$ cat config.mk
export PLATFORM = sky130hd
export DESIGN_NAME = pc_gen
export DESIGN_NICKNAME = d
export VERILOG_FILES = /design/src/rtl/pc_gen_pkg.sv /design/src/rtl/pc_ras.sv /design/src/rtl/pc_gen.sv
export SDC_FILE = /design/constraint.sdc
export NUM_CORES = 1
export LEC_CHECK = 0
export ABC_CLOCK_PERIOD_IN_PS = 5770
export CAP_MARGIN = 10
export CORE_ASPECT_RATIO = 1.4
export CORE_MARGIN = 1
export CORE_UTILIZATION = 31
export DETAILED_ROUTE_END_ITERATION = 8
export SETUP_SLACK_MARGIN = 0.05
export SYNTH_ARGS = -nofsm -noshare
export SYNTH_HDL_FRONTEND = slang
export SYNTH_HIERARCHICAL = 1
export SYNTH_SLANG_ARGS = --single-unit
$ cat constraint.sdc
create_clock -name clk -period 5.77 [get_ports clk]
set_input_delay 1.731 -clock clk [delete_from_list [all_inputs] [get_ports clk]]
set_output_delay 1.731 -clock clk [all_outputs]
set_load 0.005 [all_outputs]
$ cat src/rtl/pc_gen_pkg.sv
// Shared types and defaults for the fetch-address generator.
package pc_gen_pkg;

  typedef enum logic [1:0] {
    BOOT = 2'd0,
    RUN  = 2'd1,
    HALT = 2'd2
  } pc_state_t;

  // Which source drives the next PC on a given edge.
  typedef enum logic [2:0] {
    SRC_HOLD  = 3'd0,
    SRC_SEQ   = 3'd1,
    SRC_RAS   = 3'd2,
    SRC_REDIR = 3'd3,
    SRC_TRAP  = 3'd4
  } pc_src_t;

  localparam logic [31:0] DEFAULT_RESET_VECTOR = 32'h0000_1000;

endpackage

$ cat src/rtl/pc_ras.sv
// Circular return-address stack with a saturating occupancy count.
// The pointer addresses the next slot to write; the top entry sits one below it.
module pc_ras #(
  parameter int unsigned XLEN      = 32,
  parameter int unsigned RAS_DEPTH = 4
) (
  input  logic            clk,
  input  logic            reset,
  input  logic            push,
  input  logic [XLEN-1:0] push_addr,
  input  logic            pop,
  output logic [XLEN-1:0] top,
  output logic            empty
);

  localparam int unsigned PW = $clog2(RAS_DEPTH);
  localparam int unsigned CW = $clog2(RAS_DEPTH + 1);

  logic [XLEN-1:0] mem [RAS_DEPTH];
  logic [PW-1:0]   ptr_q;
  logic [CW-1:0]   cnt_q;
  logic [PW-1:0]   top_idx;
  logic            do_pop;

  assign top_idx = ptr_q - 1'b1;
  assign top     = mem[top_idx];
  assign empty   = (cnt_q == '0);
  // A pop on an empty stack is dropped so the pointer never underflows.
  assign do_pop  = pop & ~empty;

  // Pointer and count: push+pop swaps the top in place and leaves both unchanged.
  always_ff @(posedge clk) begin
    if (reset) begin
      ptr_q <= '0;
      cnt_q <= '0;
    end else if (push && !do_pop) begin
      ptr_q <= ptr_q + 1'b1;
      if (cnt_q != CW'(RAS_DEPTH)) cnt_q <= cnt_q + 1'b1;
    end else if (do_pop && !push) begin
      ptr_q <= ptr_q - 1'b1;
      cnt_q <= cnt_q - 1'b1;
    end
  end

  // Storage write; overflow simply overwrites the oldest slot.
  always_ff @(posedge clk) begin
    if (push) begin
      if (do_pop) mem[top_idx] <= push_addr;
      else        mem[ptr_q]   <= push_addr;
    end
  end

endmodule

$ cat src/rtl/pc_gen.sv
// Fetch-address generator: BOOT/RUN/HALT FSM, fixed-priority next-PC mux, PC register.
module pc_gen
  import pc_gen_pkg::*;
#(
  parameter int unsigned     XLEN         = 32,
  parameter logic [XLEN-1:0] RESET_VECTOR = DEFAULT_RESET_VECTOR,
  parameter int unsigned     STEP         = 4,
  parameter int unsigned     RAS_DEPTH    = 4
) (
  input  logic            clk,
  input  logic            reset,
  input  logic            pc_write,
  input  logic            redirect_valid,
  input  logic [XLEN-1:0] redirect_target,
  input  logic            trap_valid,
  input  logic [XLEN-1:0] trap_vector,
  input  logic            halt,
  input  logic            ras_push,
  input  logic [XLEN-1:0] ras_push_addr,
  input  logic            ras_pop,
  output logic [XLEN-1:0] pc,
  output logic            pc_valid,
  output logic            ras_empty,
  output logic            halted
);

  pc_state_t       state_q, state_d;
  pc_src_t         src;
  logic [XLEN-1:0] pc_q, pc_d;
  logic [XLEN-1:0] ras_top;
  logic            ras_push_en;
  logic            ras_pop_en;

  pc_ras #(
    .XLEN      (XLEN),
    .RAS_DEPTH (RAS_DEPTH)
  ) u_ras (
    .clk       (clk),
    .reset     (reset),
    .push      (ras_push_en),
    .push_addr (ras_push_addr),
    .pop       (ras_pop_en),
    .top       (ras_top),
    .empty     (ras_empty)
  );

  // Next-state, next-PC source and RAS enables.
  always_comb begin
    state_d     = state_q;
    src         = SRC_HOLD;
    ras_push_en = 1'b0;
    ras_pop_en  = 1'b0;
    unique case (state_q)
      BOOT: state_d = RUN;
      RUN: begin
        if (trap_valid)                           src = SRC_TRAP;
        else if (redirect_valid)                  src = SRC_REDIR;
        else if (pc_write && ras_pop && !ras_empty) src = SRC_RAS;
        else if (pc_write)                        src = SRC_SEQ;
        // RAS only moves on an advancing edge; traps/redirects never pop.
        ras_push_en = ras_push & (pc_write | trap_valid | redirect_valid);
        ras_pop_en  = (src == SRC_RAS);
        if (halt) state_d = HALT;
      end
      HALT: begin
        if (trap_valid) begin
          src     = SRC_TRAP;
          state_d = RUN;
        end else if (redirect_valid) begin
          src     = SRC_REDIR;
          state_d = RUN;
        end
      end
      default: state_d = BOOT;
    endcase
  end

  // Next-PC mux.
  always_comb begin
    pc_d = pc_q;
    unique case (src)
      SRC_TRAP:  pc_d = trap_vector;
      SRC_REDIR: pc_d = redirect_target;
      SRC_RAS:   pc_d = ras_top;
      SRC_SEQ:   pc_d = pc_q + XLEN'(STEP);
      default:   pc_d = pc_q;
    endcase
  end

  // State and PC registers.
  always_ff @(posedge clk) begin
    if (reset) begin
      state_q <= BOOT;
      pc_q    <= RESET_VECTOR;
    end else begin
      state_q <= state_d;
      pc_q    <= pc_d;
    end
  end

  assign pc       = pc_q;
  assign pc_valid = (state_q != BOOT);
  assign halted   = (state_q == HALT);

endmodule

Word-level counts from Yosys, hierarchy flattened
Memory sizes are Yosys's and may differ from the RTL's.
Index checks and enable logic that the tools add are counted.
Storage, ports and cells
  register bits: 39
  memory bits (writable): 128
  input port bits: 104
  memories kept: 1
Cells by class
  add/subtract/negate cells: 5
  eq/ne operators: 11
  multiplexer cells: 29
  bitwise logic cells: 5
  reduce and logical (&&, ||, !) cells: 15
Memories
  u_ras.mem: words 4, bits a word 32, read ports 1, clocked after memory_dff 0, write ports 1, RTL line pc_ras.sv:19  | logic [XLEN-1:0] mem [RAS_DEPTH];
Operator list (number)
  case mux 32 bit (4 select lines): 1
  adder 32 x 3 -> 32 bit (second input constant): 1
  2-to-1 mux 32 bit: 1
  OR reduction 32 bit: 1
  2-to-1 mux 2 bit: 9
  2-to-1 mux 3 bit: 6
  2-to-1 mux 1 bit: 10
  equality test 3 x 2 -> 1 bit (second input constant): 3
  inequality test 3 bit (second input constant): 2
  case mux 2 bit (3 select lines): 1
  case mux 3 bit (2 select lines): 1
  logical AND 1 bit: 4
  inequality test 2 bit (second input constant): 2
  AND reduction 2 bit: 2
  nonzero test 2 bit: 2
  nonzero test 4 bit: 1
  adder 3 x 1 -> 3 bit (second input constant): 1
  equality test 3 x 1 -> 1 bit (second input constant): 1
  equality test 3 bit (second input constant): 1
  logical NOT 1 bit: 3
  logical NOT 3 bit: 1
  subtractor 3 x 1 -> 3 bit (second input constant): 1
  adder 2 x 1 -> 2 bit (second input constant): 1
  bitwise AND 1 bit: 2
  6 further kinds: 7

Logic depth before layout (Yosys ltp)
  word-level depth: 15
  depth in mapped cells: 14
  mapped depth without buffers: 12

Hierarchy
Netlist, hierarchy kept.
By module, submodules not included
  pc_ras: times used 1, cells an instance 226, area an instance 5096.1 um^2, sequential area each 3943.8 um^2
  pc_gen: times used 1, cells an instance 324, area an instance 2622.5 um^2, sequential area each 680.7 um^2

Worst setup path before layout
OpenSTA, ideal clock, no wires.
  path kind: input -> register
  start: input redirect_valid
  end: memory u_ras.mem[0][0], enable pin
  library setup time: 0.421 ns
  arrival: 4.614 ns
  data required time: 5.349 ns
  setup slack: 0.735 ns
  stages on the path: 9
  cell sequence: clkbuf_1 -> clkbuf_1 -> o311a_1 -> ha_1 -> buf_4 -> inv_1 -> ha_1 -> inv_1 -> nor2_1
RTL lines
  from (decl): RTL line pc_gen.sv:13  | input logic redirect_valid,
  bitwise OR 1 bit *: RTL line pc_gen.sv:61  | ras_push_en = ras_push & (pc_write | trap_valid | redirect_valid);
  bitwise AND 1 bit *: RTL line pc_gen.sv:61
  2-to-1 mux 1 bit *: RTL line pc_gen.sv:53  | unique case (state_q)
  net ras_push_en: RTL line pc_gen.sv:31  | logic ras_push_en;
  2-to-1 mux 1 bit: RTL line pc_ras.sv:47  | if (push) begin
  2-to-1 mux 1 bit (implied by the code): RTL line pc_ras.sv:49  | else mem[ptr_q] <= push_addr;
  OR reduction 32 bit (no source line)
  2-to-1 mux 2 bit (no source line) or 2-to-1 mux 1 bit (tied branches)
  to (decl): RTL line pc_ras.sv:19
The timed path passes the listed nets; every way through them passes the cells marked *. The select of a mux whose other input is x is not followed.

Final worst setup path
  start: input pc_write
  end: memory u_ras.mem[2][2], enable pin
On the way
  word-level cells in the longest chain between the ends: 14
Ends and longest elaborated chain
  from (decl): RTL line pc_gen.sv:12  | input logic pc_write,
  logical AND 1 bit (2 in a row): RTL line pc_gen.sv:58  | else if (pc_write && ras_pop && !ras_empty) src = SRC_RAS;
  2-to-1 mux 2 bit *: RTL line pc_gen.sv:58
  2-to-1 mux 2 bit *: RTL line pc_gen.sv:57  | else if (redirect_valid) src = SRC_REDIR;
  2-to-1 mux 3 bit *: RTL line pc_gen.sv:56  | if (trap_valid) src = SRC_TRAP;
  2-to-1 mux 3 bit *: RTL line pc_gen.sv:53
  equality test 3 x 2 -> 1 bit *: RTL line pc_gen.sv:62  | ras_pop_en = (src == SRC_RAS);
  2-to-1 mux 1 bit *: RTL line pc_gen.sv:53
  net ras_pop_en: RTL line pc_gen.sv:32  | logic ras_pop_en;
  bitwise AND 1 bit *: RTL line pc_ras.sv:29  | assign do_pop = pop & ~empty;
  2-to-1 mux 1 bit: RTL line pc_ras.sv:48  | if (do_pop) mem[top_idx] <= push_addr;
  2-to-1 mux 1 bit: RTL line pc_ras.sv:47
  2-to-1 mux 1 bit (implied by the code): RTL line pc_ras.sv:49
  OR reduction 32 bit (no source line)
  2-to-1 mux 2 bit (no source line) or 2-to-1 mux 1 bit (tied branches)
Marks and branches as above.

==> impl_metrics.yaml <==
min_path:
  hold_path.class: "reg -> reg"
  hold_path_depth: 2
routing:
  drc: 0
  drt_pass1_iterations: 5
  antenna_left: 0
  vias_per_cell: 5.352
  wl_um: 21880
  dr.first_iter.drc_count: 451
  dr_total_vias: 5432
  wl_per_cell_um: 21.56
timing:
  clock-skew-final_ns: 0.01606
  worst_pin_slew_ns: 1.073
  finalSetupViolations: 0
  tns_ns: 0
  min_period_ns: 4.419
  rsz0062_at_grt: "no"
  relSlewSlack: 0.2849
  hold_viol: 0
  fmax_mhz: 226.3
  slew_violations: 0
  period_share: 0.7658
clocking:
  hold_buffers: 0
  clk_pin_slew_ns: 0.07
  cts_buffers: 17
  clk_path_buf_depth: 2
  ctsResizeCount: 0
  cts_root_buffer: "clkbuf_16"
  htree_levels: 4
  cts_tree: "built"
  post_cts_buffers: 0
  worstSkewPairLatency_ns: 0.43
  numClockSinks: 167
worst_setup_path:
  end_kind: "flip-flop"
  worst-path-max-fanout: 14
  worstSetupStartpointType: "input port"
  reg2reg_depth: 10
  required_ns: 5.91
  worstSetupPathType: "in -> reg"
  worst_ep_arrival_time_ns: 4.56
pwr:
  p_per_area_nw_per_um2: 299.3
  switching_share: 0.2486
  p_total_uw: 3016
  clock_power_share: 0.391
  p_switching_uw: 749.6
  share_seq_of_total_power: 0.467
  combPwrFrac: 0.143
  leakage_uw: 0.003253
  internal_power_uw: 2266
  ir_worst_vdd_mv: 0.1964
synth:
  synth_edf_count: 128
  syn_avg_cell_area_um2: 14.03
  ys.flop_type: "edfxtp_1"
  syn_nets: 665
  netlist_instances: 550
  ys_types: 64
  synth_top_area_cell: "edfxtp_1"
  yosysWarnings: 6
  synth_top_area_frac: 0.4980
  async_flop_share: 0
  syn_area_um2: 7719
  ys_ff_latch: 167
  yosys-top-cells-area: "edfxtp_1, dfxtp_1, mux4_2, nor2_1, a221oi_1"
  yosysSeqAreaShare: 0.5991
final_layout:
  layout-drive-gt1-share: 0.1329
  final_util: 0.4098
  area_growth_pct: 30.56
  diodes: 0
  finish.net_count: 802
die:
  design.core.area_um2: 24590
  start_util: 0.3139
  die-area_um2: 25540
  boundaryPins: 139
  fp.dieW_um: 135.4
  row_count: 68
  die_h_um: 188.7
placed_design:
  gp_congestion: 0.7846
  post-dp-hpwl_um: 15830
  port_buffers: 138
global_route:
  overflow: 0
  grt_max_degree: 37
  grt_pass1_vias: 5468
  grt_usage: 0.1773
  antenna_found_initial: 0
  grt_pass1_wl_um: 32750
job:
  max_cap_violations: 0
outcome:
  status: "finished, final reports clean"
## power groups by stage
stage          Clock (uW)  Sequential [uW]  Combinational [uW]
3_3_place_gp            0             1430                 431
5_1_grt              1250             1410                 465
2_1_floorplan           0             1410                 232
4_1_cts              1200             1410                 437
3_5_place_dp            0             1430                 435
6_report             1180             1410                 430
## through the flow
step	worst slack (ns)	instances	area [um^2]	hold slack (ns)
after floorplan	0.7353	550	7719	0.4658
after global placement	0.9632	983	9463	0.4856
after detailed placement	0.9125	983	9463	0.4999
after CTS	1.358	1015	10080	0.5074
after global routing	1.062	1015	10080	0.5427
final	1.351	1015	10080	0.5003
## routing by layer
| layer | share of wire | global-route usage | wire, um | vias up |
|---|---|---|---|---|
| li1 | - | - | - | 2525 |
| met1 | 0.40 | 0.2133 | 8830 | 2711 |
| met2 | 0.52 | 0.3067 | 11470 | 175 |
| met3 | 0.050 | 0.03766 | 1090 | 21 |
| met4 | 0.022 | 0.06698 | 486 | 0 |
| met5 | 0 | 0 | 0 | - |
## kinds of logic after synthesis
family,count (synthesis),synth area share
buffers and inverters,54,0.03647
and+or+nand+nor,134,0.1039
muxes,34,0.09742
AOI/OAI and AO/OA,138,0.1316
DFF,167,0.5991
xor gates and xnor gates,12,0.01362
adders and majority gates,11,0.01783
## cell usage after synthesis (8+ instances only)
cell / instances
mux4_2: 29
a221oi_1: 17
inv_1: 18
dfxtp_1: 39
nand2_1: 14
o21ai_1: 9
a21oi_1: 28
nor2_1: 40
ha_1: 11
nand3_1: 12
nor3_1: 12
o21ai_0: 8
clkbuf_1: 17
a222oi_1: 13
xor2_1: 8
edfxtp_1: 128
a31oi_1: 11
buf_2: 12
## final cells by class
class | count | area, um^2
clock buffer | 17 | 425.4
tap | 315 | 394.1
sequential | 167 | 4626
multi-input combinational | 329 | 2853
timing repair buffer | 153 | 1519
inverter | 19 | 71.32
clock inverter | 15 | 188.9
fill | 2278 | 14510
## cells in the final DEF (no fill, tap or decap), types with 14 or more instances in the layout
cell type / netlist / layout
clkbuf_16: 0 / 17
a21oi_1: 28 / 28
inv_1: 18 / 18
mux4_2: 29 / 29
clkdlybuf4s50_1: 0 / 138
dfxtp_1: 39 / 38
nor2_1: 40 / 36
nand2_1: 14 / 14
a221oi_1: 17 / 17
edfxtp_1: 128 / 128
## state kept, by name (all words and copies together) (netlist names)
name	count
pc	32
state_q	2
u_ras/cnt_q	3
u_ras/mem	128
u_ras/ptr_q	2
## critical path: stages
cell and delay, ns:
clkdlybuf4s50_1 0.55, nor4bb_2 0.34, nor3b_1 0.24, nand2b_1 0.13, ha_1 0.32, inv_1 0.15, ha_1 0.26, inv_1 0.15
nor2_4 0.44, buf_4 0.25
## worst paths after layout
check / startpoint / to / slack, ns
setup / recovery: pc_write / u_ras/mem[2][2] / 1.35
hold / removal: state_q[0] / state_q[0] / 0.50
setup reg to reg: u_ras/cnt_q[2] / u_ras/mem[2][2] / 2.51
hold reg to reg: state_q[0] / state_q[0] / 0.50
No activity file was read; power rests on OpenSTA's default activity.
